**src/rtl/mem_port_arbiter.sv**
```systemverilog
// mem_port_arbiter
//
// Shares a single memory port between instruction fetch (IF) and the
// load/store path (LS). A round-robin arbiter picks one requester in IDLE.
// The sequencer then runs that access through ACCESS -> WAIT -> RESP.
// Only one transaction is in flight at any time.
//
// Ports
//   clk, reset_n      clock (rising edge), asynchronous active-low reset
//   ce                clock enable; freezes all state and gates pulse outputs
//   if_req/if_addr    IF read request; if_gnt, if_rvalid, if_rdata back to IF
//   ls_req/ls_we/ls_be/ls_addr/ls_wdata
//                     LS access request; ls_gnt, ls_rvalid, ls_rdata back to LS
//   mem_en/mem_we/mem_be/mem_addr/mem_wdata
//                     memory strobe and payload; mem_rdata comes back
//                     MEM_LATENCY cycles after mem_en
//
// Parameters
//   MEM_LATENCY       1..4 ce-qualified cycles from mem_en to valid mem_rdata

module mem_port_arbiter #(
    parameter int MEM_LATENCY = 1
) (
    input  logic        clk,
    input  logic        reset_n,
    input  logic        ce,
    input  logic        if_req,
    input  logic [31:0] if_addr,
    output logic        if_gnt,
    output logic        if_rvalid,
    output logic [31:0] if_rdata,
    input  logic        ls_req,
    input  logic        ls_we,
    input  logic [3:0]  ls_be,
    input  logic [31:0] ls_addr,
    input  logic [31:0] ls_wdata,
    output logic        ls_gnt,
    output logic        ls_rvalid,
    output logic [31:0] ls_rdata,
    output logic        mem_en,
    output logic        mem_we,
    output logic [3:0]  mem_be,
    output logic [31:0] mem_addr,
    output logic [31:0] mem_wdata,
    input  logic [31:0] mem_rdata
);

    typedef enum logic [1:0] {
        IDLE   = 2'd0,
        ACCESS = 2'd1,
        WAIT   = 2'd2,
        RESP   = 2'd3
    } state_t;

    localparam logic OWNER_IF = 1'b0;
    localparam logic OWNER_LS = 1'b1;

    // The WAIT counter counts down to zero, so a latency of L needs L-1 loaded.
    localparam logic [1:0] CNT_LOAD = 2'(MEM_LATENCY - 1);

    state_t      state;
    state_t      state_next;
    logic        last_grant;
    logic        owner;
    logic [1:0]  cnt;
    logic [31:0] cap_addr;
    logic        cap_we;
    logic [3:0]  cap_be;
    logic [31:0] cap_wdata;
    logic        grant_valid;
    logic        grant_ls;

    // State register; the FSM only advances on ce-qualified edges.
    always_ff @(posedge clk or negedge reset_n) begin
        if (!reset_n) begin
            state <= IDLE;
        end else if (ce) begin
            state <= state_next;
        end
    end

    // Next-state and arbitration decision. On a tie, the requester that was
    // not granted last wins, which gives strict alternation under full load.
    always_comb begin
        state_next  = state;
        grant_valid = 1'b0;
        grant_ls    = 1'b0;
        case (state)
            IDLE: begin
                if (if_req && ls_req) begin
                    grant_valid = 1'b1;
                    grant_ls    = (last_grant == OWNER_IF);
                end else if (if_req) begin
                    grant_valid = 1'b1;
                    grant_ls    = 1'b0;
                end else if (ls_req) begin
                    grant_valid = 1'b1;
                    grant_ls    = 1'b1;
                end
                if (grant_valid) begin
                    state_next = ACCESS;
                end
            end
            ACCESS: state_next = WAIT;
            WAIT: begin
                if (cnt == 2'd0) begin
                    state_next = RESP;
                end
            end
            RESP:    state_next = IDLE;
            default: state_next = IDLE;
        endcase
    end

    // Datapath: the payload is captured at the IDLE grant and held until the
    // next grant. IF accesses are stored as aligned full-word reads, so the
    // memory side never sees a write or partial enable for a fetch.
    // Read data lands in the owner's rdata register when the count expires.
    // An LS write stores 0 there instead of whatever the memory drives.
    always_ff @(posedge clk or negedge reset_n) begin
        if (!reset_n) begin
            last_grant <= OWNER_LS;
            owner      <= OWNER_IF;
            cnt        <= 2'd0;
            cap_addr   <= 32'd0;
            cap_we     <= 1'b0;
            cap_be     <= 4'd0;
            cap_wdata  <= 32'd0;
            if_rdata   <= 32'd0;
            ls_rdata   <= 32'd0;
        end else if (ce) begin
            case (state)
                IDLE: begin
                    if (grant_valid) begin
                        owner      <= grant_ls;
                        last_grant <= grant_ls;
                        if (grant_ls) begin
                            cap_addr  <= ls_addr;
                            cap_we    <= ls_we;
                            cap_be    <= ls_be;
                            cap_wdata <= ls_wdata;
                        end else begin
                            cap_addr  <= {if_addr[31:2], 2'b00};
                            cap_we    <= 1'b0;
                            cap_be    <= 4'hF;
                            cap_wdata <= 32'd0;
                        end
                    end
                end
                ACCESS: cnt <= CNT_LOAD;
                WAIT: begin
                    if (cnt == 2'd0) begin
                        if (owner == OWNER_LS) begin
                            ls_rdata <= cap_we ? 32'd0 : mem_rdata;
                        end else begin
                            if_rdata <= mem_rdata;
                        end
                    end else begin
                        cnt <= cnt - 2'd1;
                    end
                end
                default: ;
            endcase
        end
    end

    // Pulse outputs are gated by ce so a frozen cycle emits nothing. The pulse
    // reappears on the next enabled cycle because the state has not moved.
    assign mem_en    = ce && (state == ACCESS);
    assign if_gnt    = ce && (state == ACCESS) && (owner == OWNER_IF);
    assign ls_gnt    = ce && (state == ACCESS) && (owner == OWNER_LS);
    assign if_rvalid = ce && (state == RESP)   && (owner == OWNER_IF);
    assign ls_rvalid = ce && (state == RESP)   && (owner == OWNER_LS);

    assign mem_we    = cap_we;
    assign mem_be    = cap_be;
    assign mem_addr  = cap_addr;
    assign mem_wdata = cap_wdata;

endmodule

```
**config.mk**
```make
export PLATFORM = sky130hd
export DESIGN_NAME = mem_port_arbiter
export DESIGN_NICKNAME = d
export VERILOG_FILES = /design/src/rtl/mem_port_arbiter.sv
export SDC_FILE = /design/constraint.sdc
export NUM_CORES = 1
export LEC_CHECK = 0
export CORE_ASPECT_RATIO = 0.7
export CORE_MARGIN = 1
export CORE_UTILIZATION = 45
export DETAILED_ROUTE_END_ITERATION = 8
export GPL_TIMING_DRIVEN = 1
export PLACE_DENSITY = 0.85
export SYNTH_ARGS = -nofsm -noshare
export SYNTH_HDL_FRONTEND = slang
export SYNTH_SLANG_ARGS = --single-unit
```
**constraint.sdc**
```tcl
create_clock -name clk -period 3.6 [get_ports clk]
set_clock_uncertainty 0.2 [all_clocks]
set_input_delay 0.36 -clock clk [delete_from_list [all_inputs] [get_ports clk]]
set_output_delay 0.36 -clock clk [all_outputs]
set_load 0.02 [all_outputs]
```
==> summary.txt <==
Outcome
  • Status: complete, no violations

Finish
  • Nets@finish: a little under 1k
  • Ratio of cells with drive above 1 in the final layout: about an eighth
  • ANT cells: 0
  • Commonest non-fill, non-tap cell in the layout: clkdlybuf4s50_1
  • Final Util: ~73%
  • Area Overhead vs Synth: 54.49%
  • Most frequent cells in the layout: clkdlybuf4s50_1, dfrtp_1, nand2_1, o21ai_0, inv_1

Worst setup path
  • RR Startpoint: state[0]
  • CP max-delay cell: clkdlybuf4s50_1
  • WP data required: 3040 ps
  • Worst setup path class: reg2out
  • Max incr delay on CP: between 600 and 700 ps
  • Delay-heaviest family, CP: buffers and inverters
  • Setup crit start kind: register
  • CP bufs+invs: 2
  • Critical path depth: 5
  • CP arrival: just over 2000 ps
  • R2R depth: 6
  • Crit-path max FO: 5
  • Reg2reg end: mem_be[1]
  • R2R setup slack: ~1200 ps
  • CP Cell Sequence: inv_1 -> ha_1 -> and2_1 -> nor2b_1 -> clkdlybuf4s50_1
  • Worst Setup End Kind: output pin

Power
  • Sw frac: a little under two fifths
  • Worst VDD drop: between 0.4 and 0.5 mV
  • Pint: 5.409 mW
  • Sequential power share: approximately 31%
  • PwrDens: 881.4 nW/um2
  • Switch Pwr: between 3 and 4 mW
  • Clock power frac: between 20 and 25%
  • Leakage Power: between 4 and 5 nW
  • Comb pwr share: a little under half

Synthesis
  • Cell variety after synth: 37
  • FF+latch count, synth: between 100 and 150
  • Mapped Cells: between 500 and 600
  • Synthesized Nets: about 740
  • Seq/Total Area, Yosys: 54.93%
  • YS warnings: 0
  • Cell taking the most area after synthesis: dfrtp_1
  • Synth top area cells: dfrtp_1, mux2_2, o31ai_2
  • Synthesized area per cell: around 11 um2
  • Share of the synthesized area in the top cell type: between 50 and 60%
  • Post-Syn Area: 6335 um2

Die
  • Die width: 143.8 um
  • I/O Pins: approximately 280
  • Die ar.: between 10000 and 15000 um2
  • CORE AREA: 13440 um2
  • Initial Util: a little under half
  • Rows: 35
  • Die Y: ~100 um

Timing
  • Share of the clock period used by the worst path: just over 70%
  • Slew HR: between 20 and 30%
  • Worst slew pin tran: 1061 ps
  • RSZ-0062 raised after global routing: no
  • Setup TNS: 0 ps
  • Final setup violation count: 0
  • Count of final hold-check violations: 0
  • Max Fclk: approximately 0.38 GHz
  • Fin crit period: roughly 2600 ps
  • Slew Limit Fails: 0

Route
  • Final WL: between 15 and 20 mm
  • Detailed-route via count: between 5k and 6k
  • Router iterations before antenna repair: 4
  • DRT antenna net count: 0
  • Mean routed wirelength per cell: between 15 and 20 um
  • DR vias/cell: between 5 and 6
  • Iteration-0 DRC Markers: between 150 and 200
  • Drt drc: 0

Clock network
  • # resized after CTS: 0
  • Num CTS Buffers: 17
  • # H-tree levels: 4
  • Clock slew seen by the registers of the worst setup and hold paths: 60 ps
  • CTS Sinks: between 100 and 150
  • CTS tree: yes
  • Root Driver: clkbuf_16
  • Max Buffers Root-to-Sink: 2
  • Insertion delay of the later-clocked pin in the worst-skew pair: roughly 400 ps

Global routing
  • Initial antenna violation count: 0
  • First-pass GRT wire length: 27.75 mm
  • Gr usage total: ~25%
  • Remaining Overflow, GRT: 0
  • Largest net degree at the start of global routing: 118
  • Vias in the first global route: 5398

Worst hold path
  • Hold path start: mem_wdata[29]
  • Hold path cells: 2
  • Tightest Hold Check Type: reg2reg
  • Hold EP: mem_wdata[29]

Place
  • Port bufs: roughly 270
  • Post-DP HPWL: ~13 mm
  • Routability congestion estimate: 0.8117

Flow run
  • Max cap viols: 0
power by group through the flow:
stage                     logic [mW]  registers, mW  clock network [mW]
after detailed placement        4.04           2.71                   0
after floorplan                 1.27           3.51                   0
after global routing            4.31           2.79                1.98
after global placement          3.91           2.66                   0
final                           4.03           2.70                1.90
after CTS                       4.06           2.70                1.92
worst register-to-register path, cell delays in order, from the launching register on:
cell and delay (ps):
dfrtp_1 420, inv_1 140, ha_1 300, o2111ai_4 460, buf_12 380, nor4_1 340, nor2_1 70
timing repair:
item | in CTS | in global routing
endpoints found under the hold margin | 115 | 0
buffers inserted | 0 | 0
hold buffers | 1 | 0
area by class of cell:
cell class	instances	area, um2
Clock buffer	17	425.4
Clock inverter	14	209.0
Fill cell	955	3657
Inverter	40	150.1
Multi-Input combinational cell	366	2455
Sequential cell	139	3480
Tap cell	185	231.5
Timing Repair Buffer	283	2836
logic make-up (layout without fill, tap and decap cells):
group / count (synthesis) / count (layout) / synth area share (%)
AND/OR/NAND/NOR: 188 / 188 / 15.45
flip-flops: 139 / 139 / 54.93
AO/OA/AOI/OAI: 135 / 135 / 15.35
buffers and inverters: 86 / 354 / 6.518
multiplexers: 35 / 35 / 6.182
adder cells (fa/ha/maj): 8 / 8 / 1.580
per-stage QoR:
| stage | hold WS [ps] | worst slack (ps) | std cells | power, mW | cell area (um2) |
|---|---|---|---|---|---|
| after global routing | 304.0 | 874.6 | 1044 | 9.082 | 9787 |
| after floorplan | -135.6 | 1716 | 591 | 4.785 | 6335 |
| after global placement | 260.8 | 920.3 | 1012 | 6.570 | 9143 |
| final | 281.8 | 987.8 | 1044 | 8.627 | 9787 |
| after detailed placement | 270.6 | 849.2 | 1012 | 6.753 | 9143 |
| after CTS | 284.7 | 956.1 | 1044 | 8.682 | 9787 |
cells in the mapped netlist:
| master | instances |
|---|---|
| a31oi_1 | 30 |
| and2_1 | 1 |
| and2_4 | 1 |
| and3_1 | 2 |
| buf_12 | 2 |
| buf_2 | 10 |
| buf_4 | 2 |
| buf_6 | 3 |
| buf_8 | 1 |
| clkbuf_1 | 25 |
| clkbuf_2 | 3 |
| dfrtp_1 | 138 |
| dfstp_2 | 1 |
| ha_1 | 8 |
| inv_1 | 40 |
| mux2_2 | 33 |
| mux2i_1 | 2 |
| nand2_1 | 72 |
| nand2_2 | 1 |
| nand2b_1 | 34 |
| nand4_1 | 1 |
| nand4b_1 | 1 |
| nor2_1 | 39 |
| nor2b_1 | 1 |
| nor4_1 | 4 |
| o2111a_1 | 1 |
| o2111ai_2 | 1 |
| o211ai_1 | 1 |
| o21ai_0 | 60 |
| o21ai_1 | 4 |
| o311a_1 | 1 |
| o31ai_1 | 8 |
| o31ai_2 | 28 |
| o32a_1 | 1 |
| or2_1 | 1 |
| or3b_1 | 25 |
| or3b_2 | 5 |
worst max-delay path by stage:
stage                        start  slack, ps            end
after global routing      state[1]        870         if_gnt
final                     state[1]        990         if_gnt
after floorplan           state[0]       1720  mem_wdata[22]
after global placement      if_req        920  mem_wdata[23]
after detailed placement    if_req        850  mem_wdata[20]
after CTS                 state[1]        960         if_gnt
flip-flops by register name, summed over array words and instances, names as in the netlist:
register and cells:
mem_addr 32, mem_wdata 32, mem_we 1, cnt 2, last_grant 1, owner 1, state 2, if_rdata 32
ls_rdata 32, mem_be 4
metal layers:
metal	GRT usage [%]	part of all wire, %	wire (um)	vias up
met3	7.943	8.6	1525	22
met1	27.83	39	6945	2593
met5	0	0	0	-
met4	9.083	1.8	320	0
li1	-	-	-	2531
met2	45.15	51	9043	197
(Power assumes the default switching activity.)
